### src/rtl/led_adder_switch_frontend.sv
// Switch input front end for the 2-bit LED adder: synchronise, debounce,
// and present stable operands with a registered sum and change tracking.
module led_adder_switch_frontend #(
    parameter int unsigned DEBOUNCE_CYCLES = 250000,
    parameter int unsigned CNT_W           = 20
) (
    input  logic       clk,
    input  logic       rst,
    input  logic       sw1,
    input  logic       sw2,
    input  logic       sw3,
    input  logic       sw4,
    output logic [3:0] sw_stable,
    output logic [1:0] operand_a,
    output logic [1:0] operand_b,
    output logic [2:0] sum,
    output logic       sum_valid,
    output logic [7:0] change_count
);

    localparam int unsigned NUM_SW = 4;
    localparam logic [CNT_W-1:0] CNT_LAST = CNT_W'(DEBOUNCE_CYCLES - 1);

    logic [NUM_SW-1:0]            raw;
    logic [NUM_SW-1:0]            sync_q1;
    logic [NUM_SW-1:0]            sync_q2;
    logic [NUM_SW-1:0][CNT_W-1:0] cnt;
    logic [NUM_SW-1:0]            stable;
    logic [NUM_SW-1:0]            stable_prev;
    logic                         stable_changed;

    assign raw = {sw4, sw3, sw2, sw1};

    // Two-flop synchroniser, nothing between the stages.
    always_ff @(posedge clk or posedge rst) begin
        if (rst) begin
            sync_q1 <= '0;
            sync_q2 <= '0;
        end else begin
            sync_q1 <= raw;
            sync_q2 <= sync_q1;
        end
    end

    // Per-bit debounce: a mismatch must persist DEBOUNCE_CYCLES cycles in a row.
    always_ff @(posedge clk or posedge rst) begin
        if (rst) begin
            cnt    <= '0;
            stable <= '0;
        end else begin
            for (int i = 0; i < NUM_SW; i++) begin
                if (sync_q2[i] == stable[i]) begin
                    cnt[i] <= '0;
                end else if (cnt[i] == CNT_LAST) begin
                    stable[i] <= sync_q2[i];
                    cnt[i]    <= '0;
                end else begin
                    cnt[i] <= cnt[i] + CNT_W'(1);
                end
            end
        end
    end

    assign sw_stable = stable;
    assign operand_a = stable[1:0];
    assign operand_b = stable[3:2];

    // Any difference from last cycle's stable value is one change event.
    assign stable_changed = (stable != stable_prev);

    always_ff @(posedge clk or posedge rst) begin
        if (rst) begin
            stable_prev  <= '0;
            sum          <= '0;
            sum_valid    <= 1'b0;
            change_count <= '0;
        end else begin
            stable_prev <= stable;
            sum_valid   <= stable_changed;
            if (stable_changed) begin
                sum          <= 3'(operand_a) + 3'(operand_b);
                change_count <= change_count + 8'(1);
            end
        end
    end

endmodule

### config.mk
export PLATFORM = sky130hd
export DESIGN_NAME = led_adder_switch_frontend
export DESIGN_NICKNAME = d
export VERILOG_FILES = /design/src/rtl/led_adder_switch_frontend.sv
export SDC_FILE = /design/constraint.sdc
export NUM_CORES = 1
export LEC_CHECK = 0
export BUFFER_PORTS_ARGS = -buffer_cell sky130_fd_sc_hd__buf_4
export CORE_ASPECT_RATIO = 1.25
export CORE_MARGIN = 3
export CORE_UTILIZATION = 55
export DETAILED_ROUTE_END_ITERATION = 16
export PLACE_DENSITY = 0.81
export SYNTH_ARGS = -nofsm -noshare
export SYNTH_HDL_FRONTEND = slang
export SYNTH_SLANG_ARGS = --single-unit
### constraint.sdc
create_clock -name clk -period 10.4 [get_ports clk]
set_input_delay 2.08 -clock clk [delete_from_list [all_inputs] [get_ports clk]]
set_output_delay 2.08 -clock clk [all_outputs]
set_load 0.01 [all_outputs]
Word level (Yosys, flattened, before mapping)
Cells that the tools add are included.
Widths: inputs -> output; s select.
{"block": "totals", "latch_bits": 0, "mem_bits_rw": 0, "ff_bits": 108, "elab_cells": 45, "output_inout_bits": 20, "inputBits": 6, "mem_bits_ro": 0, "mem_count": 0}
{"block": "op_classes", "n_bitwise": 4, "order_cmp": 0, "addsub": 6, "div_mod_pow": 0, "reduce_logical": 4, "n_eq_ne": 9, "shifts": 0, "n_mul": 0, "mux": 8}
{"op": "$mux 20", "n": 8}
{"op": "$add 20x1->20 const B", "n": 4}
{"op": "$eq 20x18->1 const B", "n": 4}
{"op": "$add 8x1->8 const B", "n": 1}
{"op": "$reduce_and 2->1", "n": 4}
{"op": "$eq 1x1->1", "n": 4}
{"op": "$ne 4x4->1", "n": 1}
{"op": "$not 1->1", "n": 4}
{"op": "$add 2x2->3", "n": 1}

Depth between registers and ports, before layout
{"block": "logic_depth", "ltp_word": 3, "depth_mapped": 6, "depth_no_buf": 5}

Least setup slack after synthesis
Ideal clock, no wire load.
{"block": "synth_timing", "path_kind": "reg2out", "from": "register stable[1], in the netlist sw_stable[1]", "to": "output port sw_stable[1]", "slack_ps": 7657, "arrival_ps": 663, "path_stages_with_launch": 2, "n_path_buf": 1, "required_time_ps": 8320, "path_cell_list": "dfrtp_1 -> buf_4"}
{"element": "start, declared", "line": "28", "rtl": "logic [NUM_SW-1:0] stable;"}
{"element": "start signal, assigned by index", "line": "55", "rtl": "stable[i] <= sync_q2[i];"}
{"element": "end, declared", "line": "13", "rtl": "output logic [3:0] sw_stable,"}
No word-level cell between the ends.

Worst setup path in the final report
{"block": "layout_timing", "from": "register stable[1], in the netlist sw_stable[1]", "to": "output port sw_stable[1]"}
No word-level cell between the ends.

==> reports/results.tsv <==
metric	value	unit
# diodes	0	
Rel. slew slack	0.426	
first-pass GRT wire length	15900	um
setup bufs post-CTS	0	
synthesized area	5030	um^2
Max clock buf depth	2	
setup TNS	0	ns
PwrDens	125	nW/um^2
via/cell ratio	5.58	
Reg clk slew, reported paths	0.10	ns
Starting Density	0.572	
Post-CTS Hold Buffers	0	
top cells by area, synth	dfrtp_1 (54%), xnor2_1 (8.5%), nor2_1 (6.3%)	
Worst Hold Path Cells	0	
status	complete, no violations	
RSZ-0062 raised after global routing	no	
Tightest Pin Transition	0.861	ns
Leakage	2.29	nW
Detailed Route WL	9120	um
Syn-to-layout area delta	9.18	%
vias post-DR	3557	
remaining global-route overflow	0	
Yosys top cell by area	dfrtp_1	
endpoints failing setup	0	
antenna viol nets, final	0	
Nets	526	
Placer Congestion	0.842	
Syn. warnings	0	
Slowest-stage cell, CP	dfrtp_1	
Die Ht	113	um
clk_skew	0.00728	ns
Async S/R FF share, synth	1.00	
syn avg cell area	10.4	um^2
row cnt	38	
Max-Cap Viols	0	
Critical Path RT	8.32	ns
GRT Overall Usage	0.189	
Crit Path Max Fanout	7	
Die W	91.5	um
largest net degree at the start of global routing	72	
placed insts	622	
share of cells above drive strength 1	0.116	
peak supply drop	0.0928	mV
DIE AREA	10300	um^2
DP Worst Slack	6.96	ns
Final Hold Viols	0	
antenna violations before repair	0	
worst-skew pair later-pin latency	0.37	ns
max-slew violation count	0	
# resized after CTS	0	
CTS tree	done	
Fill cells	706	
via count of the first global-routing pass	3530	
core area	8800	um^2
Finished Layout Cells	638	
Max Clk Rate	0.318	GHz
part of the cycle the worst path needs	0.302	
worst reg2reg path depth	5	
CTS HTree Levels	3	
CP Class	flip-flop to output port	
arrival time worst endpoint	1.06	ns
Detail Placement HPWL	6340	um
synthesis-stage register bit count	108	
Ports	26	
critical path launch point type	flip-flop	
CP Cell Sequence	buf_4	
Hold WC Path Type	flip-flop to flip-flop	
share of the synthesized area in the top cell type	0.537	
Iteration-0 DRC Markers	183	
Cell variety after synth	38	
Post-synth EDFFs	0	
Root Buffer	clkbuf_8	
DRC viols	0	
ys flop type	dfrtp_1	
nature of the critical path endpoint	output port	
clk sink count	108	
WL per Instance	14.3	um
Post-Syn Nets	499	
post-synthesis cell count	486	
setup ws final	7.26	ns
WP buf/inv	1	
TritonCTS Buffers	9	
Port Buf Inserts	25	
DRT Pass-1 Iters	4	
largest stage delay on the critical path	0.51	ns
Critical Path Stages	1	
post-synthesis sequential area ratio	0.537	
Worst path top cell family by delay	flip-flops	
min cycle time layout	3.14	ns
[state kept, by name, indices dropped and copies added, names as in the netlist]
name / cells
stable_prev: 4
sync_q1: 4
sw_stable: 4
cnt: 80
sum: 3
change_count: 8
sync_q2: 4
sum_valid: 1
[worst paths after layout]
kind | start | endpoint | slack (ns)
max | sw_stable[1]$_DFFE_PP0P_ | sw_stable[1] | 7.26
min | sync_q1[3]$_DFF_PP0_ | sync_q2[3]$_DFF_PP0_ | 0.36
max reg2reg | cnt[0]$_DFF_PP0_ | cnt[7]$_DFF_PP0_ | 8.09
min reg2reg | sync_q1[3]$_DFF_PP0_ | sync_q2[3]$_DFF_PP0_ | 0.36
max in group asynchronous | rst | cnt[77]$_DFF_PP0_ | 7.47
min in group asynchronous | rst | cnt[36]$_DFF_PP0_ | 1.71
[metal layers]
layer,vias up,GRT usage,routed length [um]
met5,-,0,0
met2,57,0.317,4630
met4,0,0.0775,135
met3,13,0.0332,310
met1,1751,0.244,4040
li1,1736,-,-
[power breakdown]
group / switching (mW) / internal [mW]
Combinational: 0.0162 / 0.00607
Clock: 0.144 / 0.0877
Sequential: 0.00524 / 0.425
[cell families after synthesis]
logic type / synth area share
and+or+nand+nor: 0.235
xor gates and xnor gates: 0.129
adders and majority gates: 0.0189
DFF: 0.537
AOI/OAI and AO/OA: 0.0338
muxes: 0.0219
buffers and inverters: 0.0244
[cells in the mapped netlist, types with 2 or more instances]
cell / n
or4_4: 3
or3_1: 9
nand4_1: 27
clkbuf_1: 2
buf_4: 5
a21oi_1: 11
ha_1: 6
nand2_1: 27
mux2i_1: 2
xnor2_1: 49
dfrtp_1: 108
nor4b_1: 2
nor4_1: 15
or4_1: 7
xor2_1: 25
and2_1: 5
nor2_1: 84
inv_1: 14
o21ai_0: 11
nor3_1: 17
and3_1: 4
o21ai_2: 2
nand3_1: 26
mux2_2: 8
and4_1: 4
[cell usage in the layout, fill, tap and decap left out, types with 5 or more instances in the layout]
cell and n:
dfrtp_1 108, nor2_1 84, xnor2_1 49, nand2_1 27, nand4_1 27, buf_4 27, nand3_1 26, xor2_1 25
nor3_1 17, nor4_1 15, inv_1 13, o21ai_0 11, a21oi_1 11, or3_1 9, clkbuf_8 9, mux2_2 8
or4_1 7, ha_1 6, and2_1 5
[cell type report]
cell class,instances,area [um^2],area share
Clock buffer,9,124,0.0226
Clock inverter,7,52.6,0.00957
Inverter,14,55.1,0.0100
Multi-Input combinational cell,353,2210,0.402
Sequential cell,108,2700,0.492
Tap cell,120,150,0.0273
Timing Repair Buffer,27,203,0.0369
[metrics by stage]
| stage | utilization | hold slack (ns) | power [mW] | area, um^2 |
|---|---|---|---|---|
| after detailed placement | 0.604 | 0.336 | 0.461 | 5320 |
| after floorplan | - | 0.331 | 0.454 | 5030 |
| after global routing | 0.624 | 0.359 | 0.712 | 5490 |
| after CTS | 0.624 | 0.358 | 0.694 | 5490 |
| final | 0.624 | 0.355 | 0.685 | 5490 |
| after global placement | 0.604 | 0.333 | 0.460 | 5320 |
Note: power is estimated with default switching activity, not from simulation.
